### src/rtl/cordic_pkg.sv
// cordic_pkg - shared definitions for the iterative CORDIC engine.
// Holds the FSM state encoding, the operating-mode encoding, the
// arctangent table generator and the output saturation helper.
package cordic_pkg;

  typedef enum logic [1:0] {
    ST_IDLE = 2'd0,
    ST_PRE  = 2'd1,
    ST_CALC = 2'd2,
    ST_DONE = 2'd3
  } state_e;

  localparam logic MODE_ROT = 1'b0;
  localparam logic MODE_VEC = 1'b1;

  localparam real CORDIC_PI = 3.14159265358979323846;

  // floor(atan(2^-i) * 2^n_frac / pi), evaluated at elaboration time only.
  // i = 0 is returned exactly because atan(1) = pi/4 lands on an integer
  // and a floating-point series could fall just below it.
  function automatic int cordic_atan(input int i, input int n_frac);
    real t;
    real p;
    real acc;
    real scale;
    if (i == 0) begin
      return (1 << n_frac) / 4;
    end
    t = 1.0;
    for (int k = 0; k < i; k++) begin
      t = t / 2.0;
    end
    scale = 1.0;
    for (int k = 0; k < n_frac; k++) begin
      scale = scale * 2.0;
    end
    acc = 0.0;
    p   = t;
    for (int k = 0; k < 30; k++) begin
      acc = acc + (((k % 2) != 0) ? -1.0 : 1.0) * p / real'(2 * k + 1);
      p   = p * t * t;
    end
    return $rtoi(acc * scale / CORDIC_PI);
  endfunction

  // Clamp a value to the signed output range [-2^n_frac, 2^n_frac - 1].
  function automatic int cordic_sat(input int v, input int n_frac);
    int hi;
    int lo;
    hi = (1 << n_frac) - 1;
    lo = -(1 << n_frac);
    if (v > hi) begin
      return hi;
    end
    if (v < lo) begin
      return lo;
    end
    return v;
  endfunction

endpackage

### src/rtl/cordic_micro_rotation.sv
// cordic_micro_rotation - one combinational CORDIC micro-rotation step.
// The engine reuses this single instance for every iteration; the shift
// amount selects both the arithmetic shift and the arctangent constant.
module cordic_micro_rotation
  import cordic_pkg::*;
#(
  parameter int N_FRAC     = 7,
  parameter int ITERATIONS = 6,
  parameter int W          = 8,
  parameter int XW         = 10,
  parameter int CW         = 3
) (
  input  logic signed [XW-1:0] x_i,
  input  logic signed [XW-1:0] y_i,
  input  logic signed [W-1:0]  z_i,
  input  logic                 mode_i,
  input  logic [CW-1:0]        shift_i,
  output logic signed [XW-1:0] x_o,
  output logic signed [XW-1:0] y_o,
  output logic signed [W-1:0]  z_o
);

  logic signed [W-1:0]  atan_tab [ITERATIONS];
  logic signed [W-1:0]  atan_sel;
  logic signed [XW-1:0] x_sh;
  logic signed [XW-1:0] y_sh;
  logic                 dir_pos;

  for (genvar g = 0; g < ITERATIONS; g++) begin : g_atan
    localparam logic signed [W-1:0] ATAN_G = W'(cordic_atan(g, N_FRAC));
    assign atan_tab[g] = ATAN_G;
  end

  // Pick the arctangent constant for the current iteration.
  always_comb begin
    atan_sel = '0;
    for (int k = 0; k < ITERATIONS; k++) begin
      if (shift_i == CW'(k)) begin
        atan_sel = atan_tab[k];
      end
    end
  end

  // Choose the rotation direction and apply one shift-add step; z wraps.
  always_comb begin
    dir_pos = (mode_i == MODE_ROT) ? !z_i[W-1] : y_i[XW-1];
    x_sh    = x_i >>> shift_i;
    y_sh    = y_i >>> shift_i;
    if (dir_pos) begin
      x_o = x_i - y_sh;
      y_o = y_i + x_sh;
      z_o = z_i - atan_sel;
    end else begin
      x_o = x_i + y_sh;
      y_o = y_i - x_sh;
      z_o = z_i + atan_sel;
    end
  end

endmodule

### src/rtl/cordic_iterative_gen.sv
// cordic_iterative_gen - iterative CORDIC engine with ready/valid on both
// sides, rotation/vectoring mode per transaction, guard bits on x/y and
// saturated x/y outputs. Define CORDIC_QUADRANT_CORR_EN to add the PRE
// state that pre-rotates by +-pi/2 for full-circle convergence.
module cordic_iterative_gen
  import cordic_pkg::*;
#(
  parameter int N_FRAC     = 7,
  parameter int ITERATIONS = 6,
  parameter int GUARD      = 2
) (
  input  logic            clk_i,
  input  logic            rst_i,
  input  logic [N_FRAC:0] x_i,
  input  logic [N_FRAC:0] y_i,
  input  logic [N_FRAC:0] z_i,
  input  logic            mode_i,
  input  logic            in_valid_i,
  output logic            in_ready_o,
  output logic [N_FRAC:0] x_o,
  output logic [N_FRAC:0] y_o,
  output logic [N_FRAC:0] z_o,
  output logic            out_valid_o,
  input  logic            out_ready_i
);

  localparam int W  = N_FRAC + 1;
  localparam int XW = W + GUARD;
  localparam int CW = (ITERATIONS > 1) ? $clog2(ITERATIONS) : 1;

`ifdef CORDIC_QUADRANT_CORR_EN
  localparam state_e ST_FIRST = ST_PRE;
  localparam logic signed [W-1:0] Z_QTR = W'(1 << (N_FRAC - 1));
`else
  localparam state_e ST_FIRST = ST_CALC;
`endif

  state_e               state_q, state_d;
  logic signed [XW-1:0] x_q, x_d, y_q, y_d;
  logic signed [W-1:0]  z_q, z_d;
  logic                 mode_q, mode_d;
  logic [CW-1:0]        cnt_q, cnt_d;

  logic signed [XW-1:0] x_rot, y_rot;
  logic signed [W-1:0]  z_rot;
  logic                 accept;
  logic                 last_iter;

  cordic_micro_rotation #(
    .N_FRAC    (N_FRAC),
    .ITERATIONS(ITERATIONS),
    .W         (W),
    .XW        (XW),
    .CW        (CW)
  ) u_micro (
    .x_i    (x_q),
    .y_i    (y_q),
    .z_i    (z_q),
    .mode_i (mode_q),
    .shift_i(cnt_q),
    .x_o    (x_rot),
    .y_o    (y_rot),
    .z_o    (z_rot)
  );

`ifdef CORDIC_QUADRANT_CORR_EN
  logic signed [XW-1:0] x_pre, y_pre;
  logic signed [W-1:0]  z_pre;

  // Quarter-turn pre-rotation that brings the operand into the CORDIC convergence range.
  always_comb begin
    x_pre = x_q;
    y_pre = y_q;
    z_pre = z_q;
    if (mode_q == MODE_ROT) begin
      if (z_q > Z_QTR) begin
        x_pre = -y_q;
        y_pre = x_q;
        z_pre = z_q - Z_QTR;
      end else if (z_q < -Z_QTR) begin
        x_pre = y_q;
        y_pre = -x_q;
        z_pre = z_q + Z_QTR;
      end
    end else if (x_q < 0) begin
      if (y_q >= 0) begin
        x_pre = y_q;
        y_pre = -x_q;
        z_pre = z_q + Z_QTR;
      end else begin
        x_pre = -y_q;
        y_pre = x_q;
        z_pre = z_q - Z_QTR;
      end
    end
  end
`endif

  // State register and datapath flops; reset aborts any transaction in flight.
  always_ff @(posedge clk_i) begin
    if (rst_i) begin
      state_q <= ST_IDLE;
      x_q     <= '0;
      y_q     <= '0;
      z_q     <= '0;
      mode_q  <= MODE_ROT;
      cnt_q   <= '0;
    end else begin
      state_q <= state_d;
      x_q     <= x_d;
      y_q     <= y_d;
      z_q     <= z_d;
      mode_q  <= mode_d;
      cnt_q   <= cnt_d;
    end
  end

  // Next-state logic, including the DONE-to-CALC shortcut when a new operand waits.
  always_comb begin
    state_d = state_q;
    case (state_q)
      ST_IDLE: begin
        if (in_valid_i) begin
          state_d = ST_FIRST;
        end
      end
`ifdef CORDIC_QUADRANT_CORR_EN
      ST_PRE: begin
        state_d = ST_CALC;
      end
`endif
      ST_CALC: begin
        if (last_iter) begin
          state_d = ST_DONE;
        end
      end
      ST_DONE: begin
        if (out_ready_i) begin
          state_d = in_valid_i ? ST_FIRST : ST_IDLE;
        end
      end
      default: begin
        state_d = ST_IDLE;
      end
    endcase
  end

  // Handshake outputs decoded from the current state.
  always_comb begin
    out_valid_o = (state_q == ST_DONE);
    in_ready_o  = (state_q == ST_IDLE) || ((state_q == ST_DONE) && out_ready_i);
    accept      = in_valid_i && in_ready_o;
    last_iter   = (cnt_q == CW'(ITERATIONS - 1));
  end

  // Datapath updates: load on accept, pre-rotate in PRE, one micro-rotation per CALC cycle.
  always_comb begin
    x_d    = x_q;
    y_d    = y_q;
    z_d    = z_q;
    mode_d = mode_q;
    cnt_d  = cnt_q;
    if (accept) begin
      x_d    = {{GUARD{x_i[W-1]}}, x_i};
      y_d    = {{GUARD{y_i[W-1]}}, y_i};
      z_d    = z_i;
      mode_d = mode_i;
      cnt_d  = '0;
    end else begin
      case (state_q)
`ifdef CORDIC_QUADRANT_CORR_EN
        ST_PRE: begin
          x_d = x_pre;
          y_d = y_pre;
          z_d = z_pre;
        end
`endif
        ST_CALC: begin
          x_d = x_rot;
          y_d = y_rot;
          z_d = z_rot;
          if (!last_iter) begin
            cnt_d = cnt_q + CW'(1);
          end
        end
        default: begin
        end
      endcase
    end
  end

  assign x_o = W'(cordic_sat(int'(x_q), N_FRAC));
  assign y_o = W'(cordic_sat(int'(y_q), N_FRAC));
  assign z_o = z_q;

endmodule

### config.mk
export PLATFORM = sky130hd
export DESIGN_NAME = cordic_iterative_gen
export DESIGN_NICKNAME = d
export VERILOG_FILES = /design/src/rtl/cordic_pkg.sv /design/src/rtl/cordic_micro_rotation.sv /design/src/rtl/cordic_iterative_gen.sv
export SDC_FILE = /design/constraint.sdc
export NUM_CORES = 1
export LEC_CHECK = 0
export ABC_AREA = 0
export CAP_MARGIN = 40
export CORE_MARGIN = 2
export CORE_UTILIZATION = 41
export DETAILED_ROUTE_END_ITERATION = 10
export PLACE_DENSITY = 0.69
export SLEW_MARGIN = 5
export SYNTH_ARGS = -nofsm -noshare
export SYNTH_HDL_FRONTEND = slang
export SYNTH_HIERARCHICAL = 1
export SYNTH_SLANG_ARGS = --single-unit
### constraint.sdc
create_clock -name clk_i -period 6.7 [get_ports clk_i]
set_clock_uncertainty 0.05 [all_clocks]
set_input_delay 1.34 -clock clk_i [delete_from_list [all_inputs] [get_ports clk_i]]
set_output_delay 1.34 -clock clk_i [all_outputs]
set_load 0.02 [all_outputs]
==> results of run 1 <==
## placed cells by master, fill, tap and decap left out, types with 9 or more instances in the layout
master,synthesis,layout
clkdlybuf4s50_1,0,54
nand2_1,87,87
o21ai_0,20,20
inv_1,15,15
xor2_1,14,14
a21o_1,12,12
xnor2_1,26,26
nor2_1,56,56
a21oi_1,62,62
ha_1,30,30
mux2_2,9,9
a311oi_1,28,28
dfxtp_1,34,34
mux2i_1,16,16
## layer usage
layer	global-route usage	vias up	share of wire
met1	0.281	1943	0.47
li1	-	2018	-
met4	0.0734	0	0.022
met3	0.0313	27	0.049
met2	0.357	128	0.46
met5	0	-	0
## report_power, final
part	switching, mW	internal [mW]	total (mW)
combinational	0.444	0.397	0.841
clock	0.0830	0.0830	0.166
sequential	0.0726	0.230	0.303
## stage by stage
stage               total power [mW]  instance area, um^2  hold slack [ns]  instances  worst slack [ns]
finish                          1.31                 4740            0.455        711              2.44
global route                    1.42                 4740            0.482        711              1.89
CTS                             1.30                 4740            0.462        711              2.45
detailed placement              1.13                 4650            0.451        703              2.47
global placement                1.11                 4640            0.439        702              2.58
floorplan                      0.915                 4090            0.424        546              2.68
## cell usage after synthesis (6+ instances only)
master    instances  area, um^2
a21o_1           12        90.1
a21oi_1          62         310
a311oi_1         28         245
buf_2             6        30.0
buf_6             6        67.6
clkbuf_1         23        86.3
dfxtp_1          34         681
ha_1             30         375
inv_1            15        56.3
mux2_2            9         101
mux2i_1          16         160
mux4_2            8         180
nand2_1          87         327
nand2b_1          7        43.8
nand3_1           8        40.0
nor2_1           56         210
nor2b_1           8        50.1
o21ai_0          20         100
xnor2_1          26         228
xor2_1           14         123
## flip-flops by register name (all words and copies together) (netlist names)
name and flops:
y_q 10, state_q 2, cnt_q 3, mode_q 1, x_q 10, z_o 8
## worst reg2reg max path, stage by stage, from the launching register on
cell and delay, ns:
dfxtp_1 0.82, buf_4 0.43, mux2i_1 0.28, nand2_1 0.07, o21ai_0 0.07, nor2_1 0.05, a21oi_1 0.18, ha_1 0.26
a21oi_1 0.23, ha_1 0.27, nor2b_1 0.13, o21a_1 0.17, o21ai_0 0.21, a21oi_1 0.12, o21ai_0 0.21, nor2b_1 0.19
xnor2_1 0.13, nand2_1 0.07, a311oi_1 0.24
## how the worst max path moves through the flow
stage	from	end	depth (start not counted)
4_1_cts	cnt_q[0]$_SDFFE_PP0N_	x_q[7]$_SDFFE_PP0P_	18
3_3_place_gp	cnt_q[0]$_SDFFE_PP0N_	x_q[7]$_SDFFE_PP0P_	18
3_5_place_dp	cnt_q[0]$_SDFFE_PP0N_	x_q[7]$_SDFFE_PP0P_	18
6_report	cnt_q[0]$_SDFFE_PP0N_	x_q[7]$_SDFFE_PP0P_	18
2_1_floorplan	cnt_q[0]$_SDFFE_PP0N_	y_q[9]$_SDFFE_PP0P_	19
5_1_grt	cnt_q[0]$_SDFFE_PP0N_	x_q[9]$_SDFFE_PP0P_	18
## cell type report
type	instances	area [um^2]
Sequential cell	34	681
Inverter	17	63.8
Timing Repair Buffer	63	616
Clock buffer	7	86.3
Clock inverter	1	5.00
Multi-Input combinational cell	456	3130
Tap cell	133	166
Fill cell	999	4990
## logic make-up after synthesis
family / Yosys count
buf+inv: 56
compound gates: 160
mux: 34
fa+ha+maj: 33
simple gates: 189
flops: 34
xor+xnor: 40
==> impl_results.md, run 1 <==
* Setup TNS at 0 ns
* Worst reg2reg endpoint: x_q[7]$_SDFFE_PP0P_
* Least-Margin Pin Slew at 0.763 ns
* Post-synthesis mux area share at 0.112
* Seq/Total Area, Yosys at 0.166
* Pre-Repair DR Iteration Count at 5
* Post-route minimum period at 4.26 ns
* Area share of and/or/nand/nor cells after synthesis at 0.204
* Fmax at 0.235 GHz
* Mapped Cells at 546
* Syn_nets at 608
* Fin crit share at 0.635
* Routed len/inst at 16.4 um
* RSZ-0062 raised after global routing: no
* Hold Crit Class: reg -> reg
* Num ports at 55
* CTS root buf: clkbuf_8
* P&R area growth vs syn at 16.0%
* Vias at 4,116
* DR vias/cell at 5.79
* Crit end category: register
* Post-CTS setup buffer count at 0
* Yosys reg bits at 34
* CP Data Arrival Time at 4.42 ns
* Chip Width at 104 um
* Post-Synth XOR/XNOR Area at 0.0857
* CTS resizes at 0
* CP Launch Type: register
* Post-synth EDFFs at 0
* Syn Std Cell Area at 4090 um^2
* Gpl congestion at 0.988
* CTS H-tree depth at 2
* Hold Startpoint: z_o[0]$_SDFFE_PP0P_
* IO buf count at 54
* Synth Flop Type: dfxtp_1
* Util after Layout at 0.488
* Delay-heaviest family, CP: compound AO/OA/AOI/OAI gates
* Synth warn at 6
* Max-cap viol count at 0
* Initial core utilization at 0.420
* Cell area power density at 276 nW/um^2
* Setup Viol. Count Final at 0
* Post-route ant nets at 0
* Critical-path cell list: buf_4 -> mux2i_1 -> nand2_1 -> o21ai_0 -> nor2_1 -> a21oi_1 -> ha_1 -> a21oi_1 -> ha_1 -> nor2b_1 -> o21a_1 -> o21ai_0 -> a21oi_1 -> o21ai_0 -> nor2b_1 -> xnor2_1 -> nand2_1 -> a311oi_1
* Netlist cell types at 60
* WHS Endpoint: z_o[0]$_SDFFE_PP0P_
* Req. time, crit path at 6.87 ns
* Hold Fails Final Rpt at 0
* Layout net count at 639
* Worst r2r path cells at 18
* Initial antenna violation count at 0
* Leak at 1.86 nW
* Clk pin slew, worst setup/hold paths at 0.07 ns
* Final Max Tran Viols at 0
* CORE AREA at 9730 um^2
* Async S/R FF share, synth at 0
* TritonCTS Sinks at 34
* Hold-fix buffers, CTS at 0
* Outcome: finished clean
* DRT iter0 DRCs at 380
* Share of layout cells above drive strength 1 at 0.0813
* Largest net degree at the start of global routing at 35
* Peak supply drop at 0.000152 V
* Largest family of logic cells by synthesized area: compound AO/OA/AOI/OAI gates
* Clock buffer depth at 2
* CP peak stage delay at 0.82 ns
* CP max-delay cell: dfxtp_1
* R2R Setup Slk at 2.44 ns
* DIE HEIGHT at 104 um
* Critical path fanouts, max at 29
* First-pass GRT wire length at 19,200 um
* WP buf/inv at 1
* Ant diodes at 0
* Die ar. at 10,800 um^2
* CTS tree: done
* Site Rows at 36
* Critical R2R Launch: cnt_q[0]$_SDFFE_PP0N_
* CP Class: reg -> reg
* TritonCTS buffer count at 5
* Routed WL at 11,700 um
* Hpwl dp at 8370 um
* Number of global-route vias before repair at 3,966
* Drt drc at 0
* Worst skew pair latency at 0.30 ns
* Global Route Usage Sum at 0.213
* Post-synthesis compound-gate area fraction at 0.256
* Average cell area after synthesis at 7.49 um^2
* Rel. slew slack at 0.491
* Worst hold path depth at 2
* Synth Area in Adders at 0.106
* Total global routing overflow at 0
(Power assumes the default switching activity.)
==> run 2, diff against run 1 <==
==> constraint.sdc (replaced) <==
create_clock -name clk_i -period 4.4 [get_ports clk_i]
set_clock_uncertainty 0.05 [all_clocks]
set_input_delay 0.88 -clock clk_i [delete_from_list [all_inputs] [get_ports clk_i]]
set_output_delay 0.88 -clock clk_i [all_outputs]
set_load 0.02 [all_outputs]
==> run 2 against run 1 <==
Effect of this change: worst setup slack got worse by 2.0 ns; cell area up 1.8%; non-clock buffer count rose by 6; critical path depth is 1 lower; clock-buffer cell count down 2; highest routed layer unchanged; combinational power grew 57%; sequential power grew 47%; sequential share of layout area fell by 0.25 points; sequential cell count stayed put; maximum frequency rose by 6.8%; utilization up 0.87 points; worst hold slack improved by 0.0039 ns.
==> impl_results.md, run 2 (same netlist as run 1, synthesis figures left out) <==
* Largest net degree at the start of global routing at 35
* Vias at 4,133
* CP Launch Type: register
* Hold Crit Class: reg -> reg
* Outcome: finished clean
* Clock power share at 0.144
* Post-route ant nets at 0
* First-pass GRT wire length at 19,500 um
* Power, Total at 2.06 mW
* Hold Startpoint: z_o[2]$_SDFFE_PP0P_
* IO buf count at 54
* Leak at 1.89 nW
* Req. time, crit path at 4.55 ns
* Net Sw Frac at 0.450
* Hold Slack at 0.458 ns
* Fin crit share at 0.906
* Drt drc at 0
* TritonCTS Sinks at 34
* Peak supply drop at 0.000205 V
* Max-cap viol count at 0
* Hold Fails Final Rpt at 0
* WP buf/inv at 1
* Critical path fanouts, max at 11
* RSZ-0062 raised after global routing: no
* R2R Setup Slk at 0.41 ns
* Hpwl dp at 8840 um
* Commonest non-fill, non-tap cell in the layout: nand2_1
* Routed len/inst at 16.5 um
* Final Max Tran Viols at 0
* Share of power burned in registers at 0.215
* Post-CTS setup buffer count at 0
* Net switching power at 0.928 mW
* Initial antenna violation count at 0
* Routed WL at 11,800 um
* Setup TNS at 0 ns
* Placed Instances at 709
* CORE AREA at 9730 um^2
* CTS root buf: clkbuf_8
* Critical Path Source: cnt_q[0]$_SDFFE_PP0N_
* Crit path to: y_q[9]$_SDFFE_PP0P_
* Delay-heaviest family, CP: compound AO/OA/AOI/OAI gates
* Worst reg2reg endpoint: y_q[9]$_SDFFE_PP0P_
* Clock buffer depth at 2
* Worst path depth at 17
* CTS H-tree depth at 2
* CP max-delay cell: dfxtp_1
* Chip Width at 104 um
* Worst skew pair latency at 0.29 ns
* Share of layout cells above drive strength 1 at 0.0942
* Die ar. at 10,800 um^2
* CP Data Arrival Time at 4.14 ns
* Critical R2R Launch: cnt_q[0]$_SDFFE_PP0N_
* Initial core utilization at 0.420
* Crit end category: register
* Cell area power density at 427 nW/um^2
* Fin cells at 717
* DIE HEIGHT at 104 um
* Least-Margin Pin Slew at 0.591 ns
* DRT iter0 DRCs at 345
* Site Rows at 36
* Pre-Repair DR Iteration Count at 6
* Num ports at 55
* TritonCTS buffer count at 5
* CP peak stage delay at 0.44 ns
* CP Class: reg -> reg
* Layout net count at 645
* Number of global-route vias before repair at 3,966
* Fmax at 0.251 GHz
* Internal at 1.13 mW
* DR vias/cell at 5.76
* CTS tree: done
* Critical-path cell list: buf_4 -> mux2i_1 -> mux2_2 -> mux2_2 -> ha_1 -> nand2_1 -> o21ai_0 -> ha_1 -> a21o_1 -> a21oi_1 -> o21ai_0 -> nor4_2 -> o31ai_1 -> xor2_1 -> xnor2_1 -> nand2_1 -> a311oi_1
* Gpl congestion at 0.940
* Rel. slew slack at 0.605
* Most frequent cells in the layout: nand2_1 (87), a21oi_1 (62), nor2_1 (56)
* Clk pin slew, worst setup/hold paths at 0.08 ns
* Gate power share at 0.641
* Total global routing overflow at 0
* Worst r2r path cells at 17
* Setup Viol. Count Final at 0
* Global Route Usage Sum at 0.217
* P&R area growth vs syn at 18.0%
* Post-route minimum period at 3.99 ns
* Ant diodes at 0
run 2: worst min-delay path by stage:
stage / to / depth (start not counted)
after floorplan: mode_q$_SDFFE_PP0P_ / 2
after global placement: z_o[2]$_SDFFE_PP0P_ / 2
after detailed placement: z_o[2]$_SDFFE_PP0P_ / 2
after CTS: z_o[2]$_SDFFE_PP0P_ / 2
after global routing: z_o[3]$_SDFFE_PP0P_ / 2
final: z_o[2]$_SDFFE_PP0P_ / 2
run 2: worst min-delay path, stage by stage, from the launching register on:
cell and delay (ns):
dfxtp_1 0.33, nand2_1 0.06, a311oi_1 0.07
run 2: power by group through the flow:
stage	clock network [mW]	registers, mW	logic (mW)
after floorplan	0	0.423	0.970
after global placement	0	0.448	1.28
after detailed placement	0	0.449	1.30
after CTS	0.303	0.442	1.31
after global routing	0.316	0.451	1.46
final	0.296	0.444	1.32
run 2: per-stage QoR:
stage               instance area, um^2  worst slack (ns)   util
global placement                   4670             0.523  0.480
CTS                                4820             0.310  0.495
floorplan                          4090             0.385      -
global route                       4830            0.0644  0.496
detailed placement                 4700             0.352  0.484
finish                             4830             0.412  0.496
run 2: cell type report:
class / instances / area (um^2)
Clock inverter: 3 / 45.0
Fill cell: 985 / 4900
Inverter: 17 / 63.8
Timing Repair Buffer: 69 / 672
Multi-Input combinational cell: 456 / 3130
Clock buffer: 5 / 68.8
Tap cell: 133 / 166
Sequential cell: 34 / 681
run 2: metal layers:
metal,vias to the layer above,share of wire,global-route usage
li1,2034,-,-
met1,1920,0.46,0.295
met2,149,0.46,0.353
met3,30,0.059,0.0370
met4,0,0.021,0.0647
met5,-,0,0
run 2: what timing repair did:
action | 4_1_cts | 5_1_grt
endpoints found under the setup margin | 0 | 1
hold buffers | 0 | 0
hold endpoints to repair | 0 | 0
resized for setup | 0 | 2
